`src/rtl/morse_tx_if.sv`:
```
// Character handshake and Morse line bundle between a character source and morse_tx.
interface morse_tx_if;
   logic       valid;
   logic [4:0] letter;
   logic       ready;
   logic       out;
   logic       busy;
   logic       done;

   modport master (output valid, letter, input ready, out, busy, done);
   modport slave  (input valid, letter, output ready, out, busy, done);
endinterface

```
`src/rtl/morse_tx.sv`:
```
// Morse transmitter: takes one character per valid/ready transfer and drives the
// dot/dash/gap line, including the trailing character gap or a 7-unit word space.
module morse_tx #(
   parameter int UNIT_CYCLES = 1
) (
   input  logic       clk,
   input  logic       rst,
   morse_tx_if.slave  bus
);

   typedef enum logic [1:0] {
      IDLE = 2'd0,
      MARK = 2'd1,
      GAP  = 2'd2,
      CGAP = 2'd3
   } state_t;

   localparam logic [7:0] U_LAST = 8'(UNIT_CYCLES - 1);

   // ROM word layout: {word_space, element_count[2:0], pattern[3:0]}, pattern MSB first, 1 = dash
   function automatic logic [7:0] code_rom(input logic [4:0] l);
      case (l)
         5'd0:    code_rom = {1'b0, 3'd2, 4'b0100}; // A .-
         5'd1:    code_rom = {1'b0, 3'd4, 4'b1000}; // B -...
         5'd2:    code_rom = {1'b0, 3'd4, 4'b1010}; // C -.-.
         5'd3:    code_rom = {1'b0, 3'd3, 4'b1000}; // D -..
         5'd4:    code_rom = {1'b0, 3'd1, 4'b0000}; // E .
         5'd5:    code_rom = {1'b0, 3'd4, 4'b0010}; // F ..-.
         5'd6:    code_rom = {1'b0, 3'd3, 4'b1100}; // G --.
         5'd7:    code_rom = {1'b0, 3'd4, 4'b0000}; // H ....
         5'd8:    code_rom = {1'b0, 3'd2, 4'b0000}; // I ..
         5'd9:    code_rom = {1'b0, 3'd4, 4'b0111}; // J .---
         5'd10:   code_rom = {1'b0, 3'd3, 4'b1010}; // K -.-
         5'd11:   code_rom = {1'b0, 3'd4, 4'b0100}; // L .-..
         5'd12:   code_rom = {1'b0, 3'd2, 4'b1100}; // M --
         5'd13:   code_rom = {1'b0, 3'd2, 4'b1000}; // N -.
         5'd14:   code_rom = {1'b0, 3'd3, 4'b1110}; // O ---
         5'd15:   code_rom = {1'b0, 3'd4, 4'b0110}; // P .--.
         5'd16:   code_rom = {1'b0, 3'd4, 4'b1101}; // Q --.-
         5'd17:   code_rom = {1'b0, 3'd3, 4'b0100}; // R .-.
         5'd18:   code_rom = {1'b0, 3'd3, 4'b0000}; // S ...
         5'd19:   code_rom = {1'b0, 3'd1, 4'b1000}; // T -
         5'd20:   code_rom = {1'b0, 3'd3, 4'b0010}; // U ..-
         5'd21:   code_rom = {1'b0, 3'd4, 4'b0001}; // V ...-
         5'd22:   code_rom = {1'b0, 3'd3, 4'b0110}; // W .--
         5'd23:   code_rom = {1'b0, 3'd4, 4'b1001}; // X -..-
         5'd24:   code_rom = {1'b0, 3'd4, 4'b1011}; // Y -.--
         5'd25:   code_rom = {1'b0, 3'd4, 4'b1100}; // Z --..
         default: code_rom = {1'b1, 3'd0, 4'b0000}; // word space
      endcase
   endfunction

   // Index of the final unit of the current segment
   function automatic logic [2:0] last_unit(input state_t s, input logic dash, input logic word);
      case (s)
         MARK:    last_unit = dash ? 3'd2 : 3'd0;
         GAP:     last_unit = 3'd0;
         CGAP:    last_unit = word ? 3'd6 : 3'd2;
         default: last_unit = 3'd0;
      endcase
   endfunction

   function automatic logic seg_end(input state_t s, input logic [7:0] unit, input logic [2:0] dur,
                                    input logic dash, input logic word);
      seg_end = (s != IDLE) && (unit == U_LAST) && (dur == last_unit(s, dash, word));
   endfunction

   state_t     state_q, state_d;
   logic [7:0] unit_q, unit_d;
   logic [2:0] dur_q, dur_d;
   logic [2:0] cnt_q, cnt_d;
   logic [3:0] pat_q, pat_d;
   logic       word_q, word_d;
   logic       out_q, out_d;
   logic       busy_q, busy_d;
   logic       done_q, done_d;
   logic       ready_q, ready_d;
   logic [7:0] rom_s;
   logic       accept_s;
   logic       end_s;
   logic       end_next_s;

   // State and counter registers
   always_ff @(posedge clk or negedge rst) begin
      if (!rst) begin
         state_q <= IDLE;
         unit_q  <= 8'd0;
         dur_q   <= 3'd0;
         cnt_q   <= 3'd0;
         pat_q   <= 4'd0;
         word_q  <= 1'b0;
      end else begin
         state_q <= state_d;
         unit_q  <= unit_d;
         dur_q   <= dur_d;
         cnt_q   <= cnt_d;
         pat_q   <= pat_d;
         word_q  <= word_d;
      end
   end

   // Next state, counter advance and character load
   always_comb begin
      state_d  = state_q;
      unit_d   = unit_q;
      dur_d    = dur_q;
      cnt_d    = cnt_q;
      pat_d    = pat_q;
      word_d   = word_q;
      rom_s    = code_rom(bus.letter);
      accept_s = bus.valid & ready_q;
      end_s    = seg_end(state_q, unit_q, dur_q, pat_q[3], word_q);

      if (state_q == IDLE || end_s) begin
         unit_d = 8'd0;
         dur_d  = 3'd0;
      end else if (unit_q == U_LAST) begin
         unit_d = 8'd0;
         dur_d  = dur_q + 3'd1;
      end else begin
         unit_d = unit_q + 8'd1;
      end

      case (state_q)
         IDLE: begin
            if (accept_s) state_d = rom_s[7] ? CGAP : MARK;
            else          state_d = IDLE;
         end
         MARK: begin
            if (end_s) state_d = (cnt_q > 3'd1) ? GAP : CGAP;
            else       state_d = MARK;
         end
         GAP: begin
            if (end_s) begin
               state_d = MARK;
               pat_d   = {pat_q[2:0], 1'b0};
               cnt_d   = cnt_q - 3'd1;
            end else begin
               state_d = GAP;
            end
         end
         CGAP: begin
            if (end_s) state_d = accept_s ? (rom_s[7] ? CGAP : MARK) : IDLE;
            else       state_d = CGAP;
         end
         default: state_d = IDLE;
      endcase

      // ready_q is only high in IDLE or the last CGAP cycle, so accept always means a load
      if (accept_s) begin
         word_d = rom_s[7];
         cnt_d  = rom_s[6:4];
         pat_d  = rom_s[3:0];
      end else begin
         word_d = word_d;
      end
   end

   // Output values for the cycle after this edge, taken from the next-state values
   always_comb begin
      end_next_s = seg_end(state_d, unit_d, dur_d, pat_d[3], word_d);
      out_d      = (state_d == MARK);
      busy_d     = (state_d != IDLE);
      done_d     = (state_d == CGAP) && end_next_s;
      ready_d    = (state_d == IDLE) || done_d;
   end

   // Output flops
   always_ff @(posedge clk or negedge rst) begin
      if (!rst) begin
         out_q   <= 1'b0;
         busy_q  <= 1'b0;
         done_q  <= 1'b0;
         ready_q <= 1'b1;
      end else begin
         out_q   <= out_d;
         busy_q  <= busy_d;
         done_q  <= done_d;
         ready_q <= ready_d;
      end
   end

   assign bus.out   = out_q;
   assign bus.busy  = busy_q;
   assign bus.done  = done_q;
   assign bus.ready = ready_q;

endmodule
```
`src/flat_wrapper.sv`:
```
// flat-port wrapper written by rule: the top's interface ports become plain ports
module morse_tx_flat 
#(
   parameter int UNIT_CYCLES = 1
)
  (clk, rst, bus_valid, bus_letter, bus_ready, bus_out, bus_busy, bus_done);
  morse_tx_if bus_i ();
  input  logic clk;
  input  logic rst;
  input wire logic [$bits(bus_i.valid)-1:0] bus_valid;
  input wire logic [$bits(bus_i.letter)-1:0] bus_letter;
  output wire logic [$bits(bus_i.ready)-1:0] bus_ready;
  output wire logic [$bits(bus_i.out)-1:0] bus_out;
  output wire logic [$bits(bus_i.busy)-1:0] bus_busy;
  output wire logic [$bits(bus_i.done)-1:0] bus_done;
  assign bus_i.valid = bus_valid;
  assign bus_i.letter = bus_letter;
  assign bus_ready = bus_i.ready;
  assign bus_out = bus_i.out;
  assign bus_busy = bus_i.busy;
  assign bus_done = bus_i.done;
  morse_tx #(.UNIT_CYCLES(UNIT_CYCLES)) u_core (.clk(clk), .rst(rst), .bus(bus_i));
endmodule
```
`config.mk`:
```
export PLATFORM = sky130hd
export DESIGN_NAME = morse_tx_flat
export DESIGN_NICKNAME = d
export VERILOG_FILES = /design/src/rtl/morse_tx_if.sv /design/src/rtl/morse_tx.sv /design/src/flat_wrapper.sv
export SDC_FILE = /design/constraint.sdc
export NUM_CORES = 1
export LEC_CHECK = 0
export CORE_UTILIZATION = 30
export DETAILED_ROUTE_END_ITERATION = 16
export PLACE_DENSITY_LB_ADDON = 0.2
export SYNTH_ARGS = -nofsm -noshare
export SYNTH_HDL_FRONTEND = slang
export SYNTH_SLANG_ARGS = --single-unit
```
`constraint.sdc`:
```
create_clock -name clk -period 2.7 [get_ports clk]
set_clock_uncertainty 0.1 [all_clocks]
set_input_delay 0.675 -clock clk [delete_from_list [all_inputs] [get_ports clk]]
set_output_delay 0.675 -clock clk [all_outputs]
set_load 0.05 [all_outputs]
```
==> results of run 1 <==
## worst paths after layout
kind                                       start                to  slack [ps]  cells past startpoint
worst min-delay path             u_core.pat_q[0]   u_core.pat_q[0]         430                      2
min in group asynchronous                    rst   u_core.cnt_q[1]         660                      2
worst max-delay path            u_core.bus.ready         bus_ready         280                      1
max in group asynchronous                    rst  u_core.bus.ready        1530                      2
worst max register to register  u_core.unit_q[1]   u_core.bus.busy         310                      9
worst min register to register   u_core.pat_q[0]   u_core.pat_q[0]         430                      2
## repair_timing
item                                   4_1_cts  5_1_grt
setup endpoints to repair                    0        1
resized for setup                            0        1
endpoints found under the hold margin        0        0
hold buffers                                 0        0
## registers in the layout, indices dropped and copies added (netlist names), 2 cells and up
name,flops
u_core.unit_q,8
u_core.pat_q,4
u_core.cnt_q,3
u_core.dur_q,3
u_core.state_q,2
## metal layers
layer,up-vias,global-route usage
met1,756,0.197
li1,771,-
met5,-,0
met2,24,0.244
met4,0,0.0218
met3,2,0.0276
## area by class of cell
cell class | count | area share
clock inverters | 1 | 0.00350
flip-flops and latches | 25 | 0.292
inverters | 10 | 0.0175
repair buffers | 27 | 0.113
clock buffers | 3 | 0.0193
well taps | 72 | 0.0420
multi-input cells | 159 | 0.512
## metrics by stage
stage / power [W] / instances / utilization
after floorplan: 0.00121 / 204 / -
after global placement: 0.00152 / 293 / 0.370
after detailed placement: 0.00152 / 293 / 0.370
after CTS: 0.00176 / 297 / 0.379
after global routing: 0.00186 / 297 / 0.380
final: 0.00173 / 297 / 0.380
## synth_stat cells (2+ instances only)
library cell   n  area, um^2
nor2_1        25        93.8
dfrtp_1       24         601
a21oi_1       16        80.1
nand2_1       16        60.1
ha_1          11         138
clkbuf_1      10        37.5
inv_1         10        37.5
o21ai_0       10        50.1
mux2i_1        9        90.1
xnor2_1        7        61.3
xor2_1         7        61.3
nand3_1        5        25.0
nor3_1         5        25.0
nand4_1        4        25.0
o211ai_1       4        30.0
a31oi_1        3        18.8
nor2b_1        3        18.8
o21ai_1        3        15.0
a211oi_1       2        15.0
a311oi_1       2        17.5
and3_1         2        12.5
or2_1          2        12.5
or3_1          2        12.5
## logic make-up after synthesis
| logic type | after synthesis | synth area share |
|---|---|---|
| AO/OA/AOI/OAI | 50 | 0.183 |
| XOR/XNOR | 14 | 0.0683 |
| adder cells (fa/ha/maj) | 11 | 0.0767 |
| buffers and inverters | 20 | 0.0418 |
| flip-flops | 25 | 0.349 |
| multiplexers | 11 | 0.0711 |
| AND/OR/NAND/NOR | 73 | 0.209 |
## power groups by stage
stage               clock network [W]  logic (W)  registers, W
global route                 0.000256    0.00102      0.000592
floorplan                           0   0.000572      0.000642
finish                       0.000235   0.000920      0.000577
global placement                    0   0.000931      0.000585
CTS                          0.000248   0.000934      0.000579
detailed placement                  0   0.000930      0.000586
==> reports/qor.yml, run 1 <==
finish:
  drive_gt1_frac: 0.120
  multi_input_area_um2: 1100
  fin_nets: 245
  stdcell_area_um2: 2140
  diodes: 0
  area_growth_pct: 19.5
  seq_area_um2: 627
  layout_commonest_cell: "nor2_1"
  mostFrequentLayoutCells: "nor2_1, dfrtp_1, nand2_1, a21oi_1, buf_4"
  final.fill_count: 569
power_and_ir_drop:
  swShare: 0.413
  seqPwrFrac: 0.333
  p_comb_frac: 0.531
  p_per_area_nw_per_um2: 808
  netSwitchingPower_w: 0.000716
  ir_drop_uv: 508
  power.internal_w: 0.00102
  leakage_nw: 0.957
  clkPwrFrac: 0.135
grt:
  antenna_found_initial: 0
  grt_pass1_vias: 1548
  grt_overflow_total: 0
  grt_pass1_wl_mm: 7.17
  track_usage: 0.146
  grt_start_max_net_pins: 26
sta:
  setup_slack_ps: 281
  slew_violations: 0
  finalHoldViolations: 0
  min_period_ps: 2420
  max_freq_ghz: 0.413
  rsz0062_at_grt: "false"
  hold_ws_ps: 428
  finalSetupTns_ps: 0
  maxSlewHeadroom: 0.602
  fin_crit_sh: 0.896
  worst_pin_slew_ps: 589
  report.final.setup_viol: 0
logic_synthesis:
  syn-num-nets: 223
  yosysSeqAreaShare: 0.349
  synth_warnings: 0
  async_flop_share: 1.00
  netlist_area_um2: 1790
  synth-seq-cells: 25
  synth-edff-count: 0
  ys_types: 45
  postSynthAreaPerCell_um2: 8.80
  syn_inst: 204
  ys.flop_type: "dfrtp_1"
clocking:
  cts_made_buffers: 3
  insertion_delay_ps: 280
  numClockSinks: 25
  tritoncts: "built"
  clk_pin_slew_ps: 100
  cts_setup_buffers: 0
  cts_max_level: 1
  cts-root-buf: "clkbuf_8"
  cts_buffer_depth: 2
placement:
  hpwl_mm: 2.95
  dp_slack_ps: 102
  dpl-instance-area_um2: 2090
  portBuffers: 11
  place_congestion: 0.757
worst_setup_path:
  required_ps: 1920
  cp_top_family: "buffers and inverters"
  crit_slowest_cell: "clkdlybuf4s50_1"
  slowest_delay_ps: 800
  critical_path_buf_inv_count: 1
  critical_path_class: "flop to primary output"
  end_kind: "primary output"
  arrival_ps: 1640
  start_kind: "flop"
  worstPathCellList: "clkdlybuf4s50_1"
  critPathMaxFanout: 3
drt:
  drc: 0
  routed_via_density: 5.23
  first_iter_violations: 56
  ant_nets: 0
  wl_per_cell_um: 13.6
  wl_met1_mm: 2.03
  dr.pass1.iters: 4
  finalWirelength_mm: 4.03
  wl_met2_mm: 1.85
  wl_met3_um: 117
  dr_total_vias: 1553
  highest_layer: "met4"
die:
  start_util: 0.318
  die_w_um: 79.3
  core-area_um2: 5640
  die_y_um: 79.3
  ioPinCount: 12
  die-area_um2: 6290
  rows: 27
worst_hold_path:
  holdCritPathClass: "flop to flop"
run_status:
  outcome: "finished, final reports clean"
job:
  maxCapViolations: 0
(Power assumes the default switching activity.)
==> run 2: changes to the inputs <==
==> constraint.sdc (replaced) <==
create_clock -name clk -period 2.7 [get_ports clk]
set_clock_uncertainty 0.1 [all_clocks]
set_input_delay 0.405 -clock clk [delete_from_list [all_inputs] [get_ports clk]]
set_output_delay 0.405 -clock clk [all_outputs]
set_load 0.05 [all_outputs]
==> reports/qor.yml, run 2 (synthesis gave the netlist of run 1 again) <==
run_status:
  outcome: "finished, final reports clean"
power_and_ir_drop:
  p_per_area_nw_per_um2: 806
  p_comb_frac: 0.528
  ir_drop_uv: 607
  leakage_nw: 0.943
  netSwitchingPower_w: 0.000703
  clkPwrFrac: 0.132
  swShare: 0.414
  power.internal_w: 0.000996
  seqPwrFrac: 0.340
drt:
  dr_total_vias: 1508
  routed_via_density: 5.11
  ant_nets: 0
  drc: 0
  finalWirelength_mm: 3.95
  wl_met3_um: 87
  wl_per_cell_um: 13.4
  wl_met2_mm: 1.83
  wl_met1_mm: 2.01
  highest_layer: "met4"
  dr.pass1.iters: 4
  first_iter_violations: 40
clocking:
  cts_buffer_depth: 2
  numClockSinks: 25
  cts_setup_buffers: 0
  clk_pin_slew_ps: 90
  cts-root-buf: "clkbuf_8"
  cts_hold_buf: 0
  cts_made_buffers: 3
  insertion_delay_ps: 270
  tritoncts: "built"
  cts_max_level: 1
sta:
  hold_ws_ps: 392
  finalHoldViolations: 0
  min_period_ps: 2420
  fin_crit_sh: 0.897
  finalSetupTns_ps: 0
  report.final.setup_viol: 0
  max_freq_ghz: 0.413
  maxSlewHeadroom: 0.624
  worst_pin_slew_ps: 556
  rsz0062_at_grt: "false"
  slew_violations: 0
worst_setup_path:
  end_kind: "flop"
  r2r_slack_ps: 280
  crit_slowest_cell: "dfrtp_1"
  critical_path_class: "flop to flop"
  critPathMaxFanout: 6
  required_ps: 2800
  worstPathCellList: "inv_1 > ha_1 > nor4b_1 > nand2_1 > a311oi_4 > nand3b_4 > mux2_4 > mux2i_1"
  rr_worst_depth: 8
  slowest_delay_ps: 440
  regToRegStartpoint: "u_core.unit_q[0]"
  reg2reg_to: "u_core.cnt_q[1]"
  start_kind: "flop"
  arrival_ps: 2520
finish:
  final.fill_count: 596
  fin_nets: 243
  stdcell_area_um2: 2110
  mostFrequentLayoutCells: "nor2_1, dfrtp_1, nand2_1, a21oi_1, buf_4"
  diodes: 0
  largest-register: "u_core.unit_q"
  drive_gt1_frac: 0.108
  largestRegisters: "u_core.unit_q (8), u_core.pat_q (4)"
  layout_commonest_cell: "nor2_1"
  area_growth_pct: 17.5
  largest_reg_flops: 8
placement:
  dpl-instance-area_um2: 2060
  hpwl_mm: 3.01
  portBuffers: 11
  place_congestion: 0.740
die:
  ioPinCount: 12
  die_y_um: 79.3
  die-area_um2: 6290
  die_w_um: 79.3
  start_util: 0.318
  core-area_um2: 5640
  rows: 27
worst_hold_path:
  holdCritPathClass: "input port to asynchronous set/reset pin"
grt:
  antenna_found_initial: 0
  grt_overflow_total: 0
  grt_pass1_wl_mm: 6.91
  track_usage: 0.140
  grt_start_max_net_pins: 26
  grt_pass1_vias: 1445
job:
  maxCapViolations: 0
run 2: layout make-up:
| class | instances | area (um^2) | area share |
|---|---|---|---|
| multi-input cells | 159 | 1090 | 0.518 |
| clock buffers | 3 | 41.3 | 0.0196 |
| well taps | 72 | 90.1 | 0.0427 |
| clock inverters | 1 | 5.00 | 0.00237 |
| inverters | 10 | 37.5 | 0.0178 |
| repair buffers | 25 | 215 | 0.102 |
| flip-flops and latches | 25 | 627 | 0.297 |
run 2: repair_timing:
item                                    4_1_cts  5_1_grt
endpoints found under the setup margin        0        5
hold endpoints to repair                      0        0
resized for setup                             0        0
run 2: power by group through the flow:
stage / sequential (W) / combinational [W] / clock [W]
finish: 0.000577 / 0.000897 / 0.000225
CTS: 0.000578 / 0.000907 / 0.000237
global placement: 0.000586 / 0.000900 / 0
floorplan: 0.000642 / 0.000572 / 0
detailed placement: 0.000586 / 0.000905 / 0
global route: 0.000595 / 0.000993 / 0.000250
run 2: layer usage:
metal / vias to the layer above / global-route usage
met2: 11 / 0.227
met4: 0 / 0.0218
met3: 4 / 0.0322
met1: 729 / 0.192
met5: - / 0
li1: 764 / -
run 2: worst max-delay path: cells and delay by family (launching register included):
family	cells	cell delay [ps]
adders and majority gates	1	150
buffers and inverters	1	80
DFF	1	440
and+or+nand+nor	3	710
muxes	2	450
AOI/OAI and AO/OA	1	420
run 2: worst max path at each step:
stage	from	endpoint	slack, ps	cells past startpoint
detailed placement	u_core.unit_q[0]	u_core.cnt_q[1]	230	8
CTS	u_core.unit_q[0]	u_core.cnt_q[1]	220	8
floorplan	u_core.unit_q[0]	u_core.cnt_q[1]	410	8
global placement	u_core.unit_q[0]	u_core.cnt_q[1]	280	8
finish	u_core.unit_q[0]	u_core.cnt_q[1]	280	8
global route	u_core.unit_q[0]	u_core.bus.busy	20	8
run 2: stage by stage:
step | total power [W] | worst slack [ps] | util | instances
5_1_grt | 0.00184 | 23.0 | 0.374 | 295
6_report | 0.00170 | 278 | 0.374 | 295
3_3_place_gp | 0.00149 | 282 | 0.365 | 291
3_5_place_dp | 0.00149 | 232 | 0.365 | 291
2_1_floorplan | 0.00121 | 413 | - | 204
4_1_cts | 0.00172 | 220 | 0.374 | 295
==> run 3: changes to the inputs <==
Settings changed: CTS_CLUSTER_DIAMETER set to 40, SKIP_LAST_GASP set to 1.
==> results of run 3 <==
Same layout as run 2: the final DEF is identical, and so are final timing and power.
==> edit 1: new RTL, settings of run 3 <==
The 4 states of `state_t` get a one-hot encoding in 4 bits.
--- a/src/rtl/morse_tx.sv
+++ b/src/rtl/morse_tx.sv
@@ -8,11 +8,11 @@
    morse_tx_if.slave  bus
 );
 
-   typedef enum logic [1:0] {
-      IDLE = 2'd0,
-      MARK = 2'd1,
-      GAP  = 2'd2,
-      CGAP = 2'd3
+   typedef enum logic [3:0] {
+      IDLE = 4'b0001,
+      MARK = 4'b0010,
+      GAP  = 4'b0100,
+      CGAP = 4'b1000
    } state_t;
 
    localparam logic [7:0] U_LAST = 8'(UNIT_CYCLES - 1);
Behaviour: same outputs for any inputs over 10 cycles, from zero or initial values and one cycle with rst low; not proved beyond that.
==> edit 1 against run 3 <==
Final area increased by 6.8%. Total power decreased by 18%. Sequential cell count increased by 2. Critical endpoint is now u_core.state_q[2]$_DFF_PN0_. Critical path depth fell by 1. Area after synthesis up 11%. Worst setup slack better by 0.17 ns. Routed wire length up 13%. Fmax is 7.4% higher.
==> edit 1: results <==
group,metric,value,unit
synth,flip_flop_cell_with_the_highest_count_after_synthesis,"sky130_fd_sc_hd__dfrtp_1",
critical_path,critical_path.startpoint,"u_core.unit_q[2]$_DFF_PN0_",
critical_path,regToRegSetupSlack,0.44,ns
finish,antenna_cells_inserted,0,
synth,synth_commonest_cells,"sky130_fd_sc_hd__dfrtp_1, sky130_fd_sc_hd__nor2_1, sky130_fd_sc_hd__nand2_1, sky130_fd_sc_hd__a21oi_1",
sta,worst_slew_margin_relative_to_its_limit,53.6,%
cts,post_cts.repair.setup_buffers,0,
critical_path,worst_path_max_delay_cell,"sky130_fd_sc_hd__dfrtp_1",
power_and_ir_drop,vdd_drop_max,0.331,mV
synth,ys_async_sr_fraction,100,%
cts,ctsRootBufferMaster,"sky130_fd_sc_hd__clkbuf_8",
critical_path,cpPeakStageDelay,0.48,ns
power_and_ir_drop,cellLeakagePower,0.954,nW
critical_path,critical_path_arrival,2.35,ns
detailed_routing,wl_per_cell,14.3,µm
finish,layout-drive-gt1-share,12.3,%
placement,place.gp.congestion,0.811,
synth,synth.lib_cells_used.distinct,52,
finish,regs_by_ff_count,"u_core.unit_q: 8 flops, u_core.pat_q: 4 flops, u_core.state_q: 4 flops",
placement,place.detailed.hpwl,3.23,mm
detailed_routing,detail_route.iter0.violations,90,
detailed_routing,drt_pre_antenna_iters,4,
cts,cts_htree_levels,1,
synth,yosys-top-cells-area,"sky130_fd_sc_hd__dfrtp_1, sky130_fd_sc_hd__ha_1, sky130_fd_sc_hd__nor2_1, sky130_fd_sc_hd__xnor2_1, sky130_fd_sc_hd__nand2_1",
global_route,grt_first_pass_wirelength,8.02,mm
cts,number_of_gates_resized_after_cts,0,
cts,tritoncts.num_buffers,3,
cts,worstSkewPairLatency,0.27,ns
global_route,globalRouteTotalUtil,14.2,%
global_route,number_of_antenna_violations_at_the_first_check_in_global_routing,0,
worst_hold_path,min-delay-path-class,"input pin to async pin",
synth,synth_sequential_area_ratio,34.2,%
synth,mappedNetlistNets,242,
cts,path_clk_slew,0.10,ns
placement,buffer_ports.inserted,11,
finish,final_nets,256,
outcome,status,"complete, no violations",
critical_path,worst_r2r_endpoint,"u_core.state_q[2]$_DFF_PN0_",
detailed_routing,routed_via_density,5.13,
cts,ctsLongestPathBuffers,2,
critical_path,ff2ff_path_depth,7,
critical_path,crit_path_max_fanout,9,
global_route,grt_start_max_net_pins,28,
cts,postCtsHoldBufs,0,
synth,ys.warnings.count,0,
[edit 1: cell types whose count changed in the layout (fill, tap and decap cells not counted), moves of 4 or more]
cell,run 3,this run
sky130_fd_sc_hd__o211ai_1,4,8
sky130_fd_sc_hd__nor3_1,5,9
sky130_fd_sc_hd__nand2_1,16,20
sky130_fd_sc_hd__nor2_1,25,21
sky130_fd_sc_hd__mux2i_1,9,4
[edit 1: worst max-delay path: cells and delay by family, from the launching register on]
family           cells  cell delay [ns]
AO/OA/AOI/OAI        3             0.65
AND/OR/NAND/NOR      4             0.93
flip-flops           1             0.48
[edit 1: cell type report]
cell class / instances / area, µm²
Clock buffer: 4 / 45.0
Fill cell: 653 / 4100
Inverter: 11 / 41.3
Multi-Input combinational cell: 172 / 1200
Sequential cell: 27 / 678
Tap cell: 77 / 96.3
Timing Repair Buffer: 22 / 193
[edit 1: routing by layer]
metal	vias to the layer above	GRT usage, %	wire [µm]
li1	823	-	-
met5	-	0	0
met1	760	21.9	2390
met2	21	20.9	1920
met4	0	2.35	24
met3	2	2.39	143
[edit 1: worst max path at each step]
stage	end	slack, ns
3_5_place_dp	u_core.cnt_q[1]$_DFFE_PN0P_	0.36
6_report	u_core.state_q[2]$_DFF_PN0_	0.44
2_1_floorplan	u_core.state_q[2]$_DFF_PN0_	0.65
4_1_cts	u_core.state_q[2]$_DFF_PN0_	0.43
3_3_place_gp	u_core.cnt_q[1]$_DFFE_PN0P_	0.38
5_1_grt	u_core.bus.ready$_DFF_PN1_	0.22
[edit 1: per-stage QoR]
| stage | instance area, µm² | setup WS (ns) | instances | hold slack [ns] |
|---|---|---|---|---|
| 2_1_floorplan | 1980 | 0.650 | 223 | 0.00941 |
| 3_3_place_gp | 2210 | 0.376 | 309 | 0.388 |
| 3_5_place_dp | 2210 | 0.359 | 309 | 0.401 |
| 4_1_cts | 2250 | 0.432 | 313 | 0.424 |
| 5_1_grt | 2250 | 0.216 | 313 | 0.442 |
| 6_report | 2250 | 0.445 | 313 | 0.404 |
[edit 1: logic make-up after synthesis]
family | synth area share, %
simple gates | 24.1
compound gates | 19.5
flops | 34.2
buf+inv | 5.49
xor+xnor | 6.62
fa+ha+maj | 6.94
mux | 3.15
[edit 1: power breakdown]
part           leakage [nW]  switching (mW)  total, mW  internal, mW
registers             0.355          0.0923      0.585         0.493
clock network        0.0228           0.132      0.238         0.106
logic                 0.576           0.350      0.574         0.224
total                 0.954           0.574       1.40         0.822
==> edit 2: new RTL, flow settings as in run 3 <==
Made on the original files. Reset style: synchronous (`rst`), changed in 2 clocked blocks.
--- a/src/rtl/morse_tx.sv
+++ b/src/rtl/morse_tx.sv
@@ -81,7 +81,7 @@
    logic       end_next_s;
 
    // State and counter registers
-   always_ff @(posedge clk or negedge rst) begin
+   always_ff @(posedge clk) begin
       if (!rst) begin
          state_q <= IDLE;
          unit_q  <= 8'd0;
@@ -166,7 +166,7 @@
    end
 
    // Output flops
-   always_ff @(posedge clk or negedge rst) begin
+   always_ff @(posedge clk) begin
       if (!rst) begin
          out_q   <= 1'b0;
          busy_q  <= 1'b0;
Formal check against the unedited RTL: differs if rst is asserted again (counterexample within 4 cycles, from zero or initial values and one cycle with rst low); with rst held inactive, the same outputs for 10 cycles.
==> edit 2 against run 3 <==
Die area decreased by 8.8%. Final cell count decreased by 4.4%. Area after synthesis shrank 9.0%. Sequential cell count unchanged. Total power fell by 28%. Highest routed layer unchanged. Via count down 8.0%. First-iteration DRC count increased by 18%. Routed wire length fell by 11%. Worst setup slack better by 0.26 ns. Sequential share of layout area shrank 3.2 points. Critical path type unchanged. Largest power group unchanged. Final area fell by 11%.
==> edit 2: results <==
group,metric,value,unit
critical_path,regToRegSetupSlack,0.54,ns
detailed_routing,met3_wirelength,70,µm
placement,placedCellCount,278,
critical_path,critical_path_arrival,2.21,ns
placement,place.gp.congestion,0.796,
detailed_routing,wl_per_cell,12.5,µm
detailed_routing,dr_total_vias,1388,
outcome,status,"complete, no violations",
synth,flip_flop_cell_with_the_highest_count_after_synthesis,"sky130_fd_sc_hd__dfxtp_1",
finish,layout.core_utilization,36.5,%
critical_path,ff2ff_path_depth,6,
detailed_routing,routed-wl-met2,1.52,mm
critical_path,cpPeakStageDelay,0.57,ns
critical_path,crit_path_max_fanout,7,
synth,synthCells,200,
worst_hold_path,min-delay-path-class,"flip-flop to flip-flop",
global_route,grt_start_max_net_pins,24,
critical_path,worst_setup_path_end,"u_core.pat_q[1]$_SDFFE_PN0P_",
synth,synth.lib_cells_used.distinct,43,
global_route,use_met1,18.4,%
sta,fmax,462,MHz
global_route,gr-usage-met3,1.98,%
critical_path,worst_path_max_delay_cell,"sky130_fd_sc_hd__or4_4",
detailed_routing,wirelength_met1,1.87,mm
detailed_routing,detail_route.iter0.violations,47,
[edit 2: logic make-up after synthesis]
group	synth area share, %
adders and majority gates	8.43
and+or+nand+nor	22.4
AOI/OAI and AO/OA	20.2
buffers and inverters	5.59
xor gates and xnor gates	7.51
DFF	30.7
muxes	5.29
[edit 2: critical path, delay by kind of cell (launching register included)]
family / cells / cell delay (ns)
flip-flops: 1 / 0.46
AO/OA/AOI/OAI: 1 / 0.05
buffers and inverters: 1 / 0.10
AND/OR/NAND/NOR: 3 / 0.97
multiplexers: 1 / 0.36
[edit 2: report_power, final]
group | internal [mW] | leakage (nW) | switching, mW | total, mW
clock | 0.103 | 0.0255 | 0.123 | 0.226
sequential | 0.429 | 0.204 | 0.0551 | 0.484
combinational | 0.215 | 0.481 | 0.302 | 0.517
total | 0.747 | 0.710 | 0.480 | 1.23
[edit 2: worst min-delay path by stage]
stage,start,to,slack [ns],depth (start not counted)
after floorplan,u_core.unit_q[0]$_SDFF_PN0_,u_core.unit_q[0]$_SDFF_PN0_,0.36,1
after global placement,u_core.unit_q[0]$_SDFF_PN0_,u_core.unit_q[0]$_SDFF_PN0_,0.40,1
after detailed placement,u_core.unit_q[0]$_SDFF_PN0_,u_core.unit_q[0]$_SDFF_PN0_,0.41,1
after CTS,u_core.unit_q[0]$_SDFF_PN0_,u_core.unit_q[0]$_SDFF_PN0_,0.43,1
after global routing,u_core.unit_q[0]$_SDFF_PN0_,u_core.unit_q[0]$_SDFF_PN0_,0.49,1
final,u_core.unit_q[0]$_SDFF_PN0_,u_core.unit_q[0]$_SDFF_PN0_,0.43,1
[edit 2: final cells by class]
type                       count  area share (%)
timing repair buffer          17            8.22
multi-input combinational    151            55.2
sequential                    25            26.5
clock inverter                 1           0.265
clock buffer                   3            2.19
tap                           70            4.64
inverter                      15            2.98
